==> src/rtl/mem_serial_host.sv <==
// mem_serial_host: serialises a 32-bit address (and write data) MSB-first to a responder and waits for completion
module mem_serial_host #(
  parameter int TIMEOUT = 16
) (
  input  logic        clk,
  input  logic        reset_n,
  input  logic        req_valid,
  output logic        req_ready,
  input  logic        req_rw,
  input  logic [31:0] req_addr,
  input  logic [31:0] req_wdata,
  output logic        rsp_valid,
  output logic [31:0] rsp_rdata,
  output logic        rsp_err,
  output logic        sdo,
  output logic        shift_en,
  output logic        transaction_done,
  output logic        read_write,
  input  logic        read_data,
  input  logic [31:0] mem_rdata
);
  typedef enum logic [2:0] {IDLE, ADDR_SHIFT, ADDR_GAP, DATA_SHIFT, DATA_GAP, WR_WAIT, RD_WAIT, DONE} state_t;
  localparam logic [7:0] TO = 8'(TIMEOUT);
  state_t      state_q, state_d;
  logic [2:0]  bit_cnt_q, bit_cnt_d;
  logic [1:0]  byte_cnt_q, byte_cnt_d;
  logic [7:0]  wait_cnt_q, wait_cnt_d;
  logic [31:0] addr_q, addr_d, wdata_q, wdata_d, field_d;
  logic        req_ready_q, req_ready_d, rsp_valid_q, rsp_valid_d, rsp_err_q, rsp_err_d;
  logic        sdo_q, sdo_d, shift_en_q, shift_en_d, transaction_done_q, transaction_done_d;
  logic        read_write_q, read_write_d;
  logic [31:0] rsp_rdata_q, rsp_rdata_d;
  assign req_ready        = req_ready_q;
  assign rsp_valid        = rsp_valid_q;
  assign rsp_rdata        = rsp_rdata_q;
  assign rsp_err          = rsp_err_q;
  assign sdo              = sdo_q;
  assign shift_en         = shift_en_q;
  assign transaction_done = transaction_done_q;
  assign read_write       = read_write_q;
  // state, counters and latched request; reset aborts any transaction in flight
  always_ff @(posedge clk or negedge reset_n) begin
    if (!reset_n) begin
      state_q    <= IDLE;
      bit_cnt_q  <= '0;
      byte_cnt_q <= '0;
      wait_cnt_q <= '0;
      addr_q     <= '0;
      wdata_q    <= '0;
    end else begin
      state_q    <= state_d;
      bit_cnt_q  <= bit_cnt_d;
      byte_cnt_q <= byte_cnt_d;
      wait_cnt_q <= wait_cnt_d;
      addr_q     <= addr_d;
      wdata_q    <= wdata_d;
    end
  end
  // next state: 8 shift cycles + 1 gap per byte, 4 bytes per field, then the wait phase
  always_comb begin
    state_d    = state_q;
    bit_cnt_d  = bit_cnt_q;
    byte_cnt_d = byte_cnt_q;
    wait_cnt_d = wait_cnt_q;
    addr_d     = addr_q;
    wdata_d    = wdata_q;
    case (state_q)
      IDLE: if (req_valid) begin
        state_d = ADDR_SHIFT;
        addr_d  = req_addr;
        wdata_d = req_wdata;
      end
      ADDR_SHIFT, DATA_SHIFT: begin
        bit_cnt_d = bit_cnt_q + 3'd1;
        if (bit_cnt_q == 3'd7) state_d = state_q == ADDR_SHIFT ? ADDR_GAP : DATA_GAP;
      end
      ADDR_GAP: begin
        byte_cnt_d = byte_cnt_q + 2'd1;
        state_d    = byte_cnt_q != 2'd3 ? ADDR_SHIFT : read_write_q ? DATA_SHIFT : RD_WAIT;
        wait_cnt_d = byte_cnt_q == 2'd3 && !read_write_q ? 8'd1 : wait_cnt_q;
      end
      DATA_GAP: begin
        byte_cnt_d = byte_cnt_q + 2'd1;
        state_d    = byte_cnt_q == 2'd3 ? WR_WAIT : DATA_SHIFT;
        wait_cnt_d = byte_cnt_q == 2'd3 ? 8'd1 : wait_cnt_q;
      end
      WR_WAIT: begin
        state_d    = wait_cnt_q == 8'd2 ? DONE : WR_WAIT;
        wait_cnt_d = wait_cnt_q == 8'd2 ? 8'd0 : wait_cnt_q + 8'd1;
      end
      RD_WAIT: begin
        state_d    = read_data || wait_cnt_q == TO ? DONE : RD_WAIT;
        wait_cnt_d = read_data || wait_cnt_q == TO ? 8'd0 : wait_cnt_q + 8'd1;
      end
      default: state_d = IDLE;
    endcase
  end
  // outputs are computed from the next state so that the registered copies line up with the state
  always_comb begin
    field_d            = state_d == DATA_SHIFT ? wdata_d : addr_d;
    shift_en_d         = state_d == ADDR_SHIFT || state_d == DATA_SHIFT;
    sdo_d              = shift_en_d ? field_d[{~byte_cnt_d, ~bit_cnt_d}] : 1'b0;
    transaction_done_d = state_d == ADDR_GAP || state_d == DATA_GAP;
    req_ready_d        = state_d == IDLE;
    rsp_valid_d        = state_d == DONE;
    rsp_err_d          = state_q == RD_WAIT && state_d == DONE && !read_data;
    rsp_rdata_d        = state_q == RD_WAIT && read_data ? mem_rdata : rsp_rdata_q;
    read_write_d       = state_d == IDLE ? 1'b0 : state_q == IDLE ? req_rw : read_write_q;
  end
  // output registers
  always_ff @(posedge clk or negedge reset_n) begin
    if (!reset_n) begin
      req_ready_q        <= 1'b1;
      rsp_valid_q        <= 1'b0;
      rsp_err_q          <= 1'b0;
      rsp_rdata_q        <= '0;
      sdo_q              <= 1'b0;
      shift_en_q         <= 1'b0;
      transaction_done_q <= 1'b0;
      read_write_q       <= 1'b0;
    end else begin
      req_ready_q        <= req_ready_d;
      rsp_valid_q        <= rsp_valid_d;
      rsp_err_q          <= rsp_err_d;
      rsp_rdata_q        <= rsp_rdata_d;
      sdo_q              <= sdo_d;
      shift_en_q         <= shift_en_d;
      transaction_done_q <= transaction_done_d;
      read_write_q       <= read_write_d;
    end
  end
endmodule

==> config.mk <==
export PLATFORM = sky130hd
export DESIGN_NAME = mem_serial_host
export DESIGN_NICKNAME = d
export VERILOG_FILES = /design/src/rtl/mem_serial_host.sv
export SDC_FILE = /design/constraint.sdc
export NUM_CORES = 1
export LEC_CHECK = 0
export BUFFER_PORTS_ARGS = -buffer_cell sky130_fd_sc_hd__buf_2
export CAP_MARGIN = 0
export CORE_ASPECT_RATIO = 1.2
export CORE_MARGIN = 4
export CORE_UTILIZATION = 48
export DETAILED_ROUTE_END_ITERATION = 10
export GPL_ROUTABILITY_DRIVEN = 0
export HOLD_SLACK_MARGIN = 0.02
export PLACE_DENSITY = 0.84
export SYNTH_ARGS = -nofsm -noshare
export SYNTH_HDL_FRONTEND = slang
export SYNTH_SLANG_ARGS = --single-unit
==> constraint.sdc <==
create_clock -name clk -period 2.5 [get_ports clk]
set_input_delay 0.25 -clock clk [delete_from_list [all_inputs] [get_ports clk]]
set_output_delay 0.25 -clock clk [all_outputs]
set_load 0.005 [all_outputs]
==> key figures <==
Outcome
  – Status: finished, violations left
  – Failing checks: negative setup slack

Pwr
  – Combinational share of power: a little under half
  – Clock power frac: 23.2%
  – Total net switching power: 3.62 mW
  – Internal power: between 7 and 8 mW
  – Leakage power total: roughly 3.6 nW
  – Worst vdd ir: between 700 and 800 uV
  – Reg power frac: between 20 and 30%
  – Switching portion of total power: approximately a third
  – Power per cell area: around 1500 nW/um2

Timing
  – Final hold viol count: 0
  – Worst slew pin tran: just over 0.5 ns
  – Fin crit period: ~3 ns
  – Fmax: 341 MHz
  – Clock Skew: 0.0116 ns
  – Slew Viols, Final: 0
  – Final setup vio count: 1
  – Fin Hold WS: around 0.071 ns
  – Final period util: 117%
  – Slew HR: 65.6%
  – Setup TNS: -0.430 ns
  – RSZ-0062 raised after global routing: yes
  – Final WS setup: -0.430 ns

Floorplanning
  – Die Width: 105 um
  – Site row count: 42
  – Die Ht: between 100 and 150 um
  – Num ports: between 100 and 150
  – Initial Utilization: about half
  – CORE AREA: between 10,000 and 15,000 um2
  – Die Area: between 10,000 and 15,000 um2

Logic synthesis
  – Most used flip-flop cell after synthesis: dfrtp_1
  – Number of synthesized flops with an enable pin: 0
  – Syn_nets: 500
  – XOR/XNOR share of the synthesized area: between 1 and 1.5%
  – Syn_area_per_cell: roughly 14 um2
  – Synth Area in Adders: 1.38%
  – Mapped Area: between 5000 and 6000 um2
  – Synth Instances: around 390
  – Synth cell types: 50
  – Main combinational cell family by area after synthesis: multiplexers
  – Yosys Warn Count: 0
  – Sequential share of the synthesized area: a little over half
  – Complex-gate fraction of the synthesized area: roughly 5.4%
  – Synth async-reset ratio: 100%
  – Simple-Gate Fraction of Synth Area: just under 7%
  – Post-synthesis mux area share: 27.5%
  – Synth Register Bits: 119

Clocking
  – Clock latency at the later pin of the worst-skew pair: around 0.4 ns
  – H-Tree Depth: 4
  – TritonCTS clock tree: built
  – Clock Tree Buf Depth: 2
  – Clock sink total: around 120
  – TritonCTS Buffers: 17
  – Root buffer cell: clkbuf_16
  – Clk slew on worst S/H paths: roughly 0.050 ns

Detailed routing
  – Vias per inst: roughly 5.6
  – Initial DRC count: 201
  – Vias: around 4,100
  – Antenna Nets Post-Route: 0
  – Residual DRC: 0
  – Wirelength per Cell: around 19 um
  – Post-Route WL: approximately 14 mm
  – Pre-antenna DRT Iters: 4

Place
  – IO Port Bufs: around 140
  – Placed insts: between 600 and 700
  – Area after DPL: approximately 6500 um2
  – DP HPWL: approximately 9.8 mm

Worst setup path
  – Startpoint Class: flip-flop
  – Setup crit end kind: flip-flop
  – Critical path class: flip-flop to flip-flop
  – Worst Path Arrival: ~3.2 ns
  – Req. time, crit path: 2.79 ns
  – Crit Path Max Fanout: 7

Final layout
  – Most common cell after layout, fill and taps aside: buf_2
  – # nets final: roughly 690
  – Filler cells: 746
  – Synthesis-to-finish area growth: 37.0%
  – Layout Utilization: between 60% and 70%
  – Most frequent cells in the layout: buf_2 (138), dfrtp_1 (118), mux2_2 (76)
  – Share of layout cells above drive strength 1: between 50% and 60%
  – Final Non-Filler Cells: between 700 and 800
  – Design Area, Final: about 7400 um2

Run
  – Max Cap Viol: 0

Global route
  – All-Layer GR Usage: 22.2%
  – Initial antenna violation count: 4
  – Gr ovfl total: 0
  – Vias in the first global route: ~4,600
  – Largest net degree at the start of global routing: 54
  – First-pass GRT wire length: approximately 23 mm

Worst hold path
  – Hold crit path type: primary input to flip-flop
-- state kept, by name, summed over array words and instances (netlist names) --
signal / cells
addr_q: 32
bit_cnt_q: 3
state_q: 3
shift_en: 1
rsp_rdata: 32
wdata_q: 32
req_ready: 1
sdo: 1
wait_cnt_q: 8
rsp_err: 1
rsp_valid: 1
read_write: 1
byte_cnt_q: 2
transaction_done: 1
-- cells in the mapped netlist (2+ instances only) --
library cell | count | area, um2
a211oi_1 | 6 | 45.0
a21oi_1 | 5 | 25.0
and3_1 | 4 | 25.0
and3b_1 | 2 | 17.5
buf_2 | 7 | 35.0
buf_4 | 5 | 37.5
buf_6 | 2 | 22.5
clkbuf_1 | 6 | 22.5
dfrtp_1 | 118 | 2950
ha_1 | 6 | 75.1
inv_1 | 10 | 37.5
mux2_1 | 20 | 225
mux2_2 | 79 | 890
mux2i_1 | 8 | 80.1
mux4_2 | 12 | 270
nand2_1 | 9 | 33.8
nand2b_1 | 7 | 43.8
nand3_1 | 6 | 30.0
nand4_1 | 2 | 12.5
nor2_1 | 16 | 60.1
nor2b_1 | 3 | 18.8
nor3_1 | 5 | 25.0
nor4_1 | 3 | 18.8
o211ai_1 | 2 | 15.0
o21ai_0 | 15 | 75.1
o22ai_1 | 3 | 18.8
o31ai_1 | 3 | 22.5
or2_1 | 2 | 12.5
or3_1 | 3 | 18.8
xnor2_1 | 4 | 35.0
-- path summary, 6_finish.rpt --
check,from,end,slack [ns],cells past startpoint
setup / recovery,state_q[1],sdo,-0.43,10
hold / removal,mem_rdata[11],rsp_rdata[11],0.07,2
setup reg to reg,state_q[1],sdo,-0.43,10
hold reg to reg,wdata_q[8],wdata_q[8],0.48,1
max in group asynchronous,reset_n,rsp_rdata[18],1.36,3
min in group asynchronous,reset_n,wait_cnt_q[0],0.35,2
-- through the flow --
stage          total power, mW  setup slack (ns)
6_report                  10.9            -0.430
5_1_grt                   11.4            -0.465
4_1_cts                   10.7            -0.386
3_5_place_dp              7.79            -0.472
3_3_place_gp              7.51            -0.392
2_1_floorplan             6.11            -0.243
-- layout make-up --
class	count	area, um2	area share, %
timing repair buffer	195	1220	16.4
antenna	4	10.0	0.135
clock inverter	9	120	1.62
clock buffer	23	498	6.70
sequential	119	2980	40.1
inverter	10	37.5	0.505
multi-input combinational	244	2400	32.3
tap	132	165	2.22
-- what timing repair did --
| action | in CTS | in global routing |
|---|---|---|
| cloned | 2 | 0 |
| pin swaps | 7 | 9 |
| gates resized for setup | 24 | 10 |
| setup endpoints to repair | 1 | 1 |
| hold endpoints to repair | 34 | 0 |
| setup buffers | 7 | 3 |
| hold buffers | 1 | 0 |
-- power groups by stage --
stage	clock network, mW	logic (mW)	registers (mW)
final	2.52	5.11	3.23
after global routing	2.65	5.47	3.32
after CTS	2.54	4.95	3.22
after detailed placement	0	4.56	3.23
after global placement	0	4.34	3.17
after floorplan	0	2.92	3.19
-- per-layer routing --
layer / share of wire [%] / GRT usage [%] / routed length [um]
met3: 4.7 / 5.50 / 663
met2: 54 / 39.3 / 7680
met5: 0 / 0 / 0
met1: 36 / 23.6 / 5100
met4: 4.9 / 13.4 / 695
-- critical path, stage by stage, from the launching register on --
cell and delay (ns):
dfrtp_1 0.45, buf_4 0.19, nor2_1 0.26, nor4_4 0.09, o32a_1 0.34, buf_4 0.15
mux4_2 0.34, a32o_2 0.27, a211oi_2 0.28, nor3_2 0.10, o311a_1 0.33
-- cell families (layout without fill, tap and decap cells) --
group | Yosys count | in the layout
AO/OA/AOI/OAI | 44 | 44
XOR/XNOR | 6 | 6
adder cells (fa/ha/maj) | 6 | 6
buffers and inverters | 30 | 237
flip-flops | 119 | 119
multiplexers | 120 | 120
other | 0 | 4
AND/OR/NAND/NOR | 68 | 68
Power figures use the tool's default switching activity.
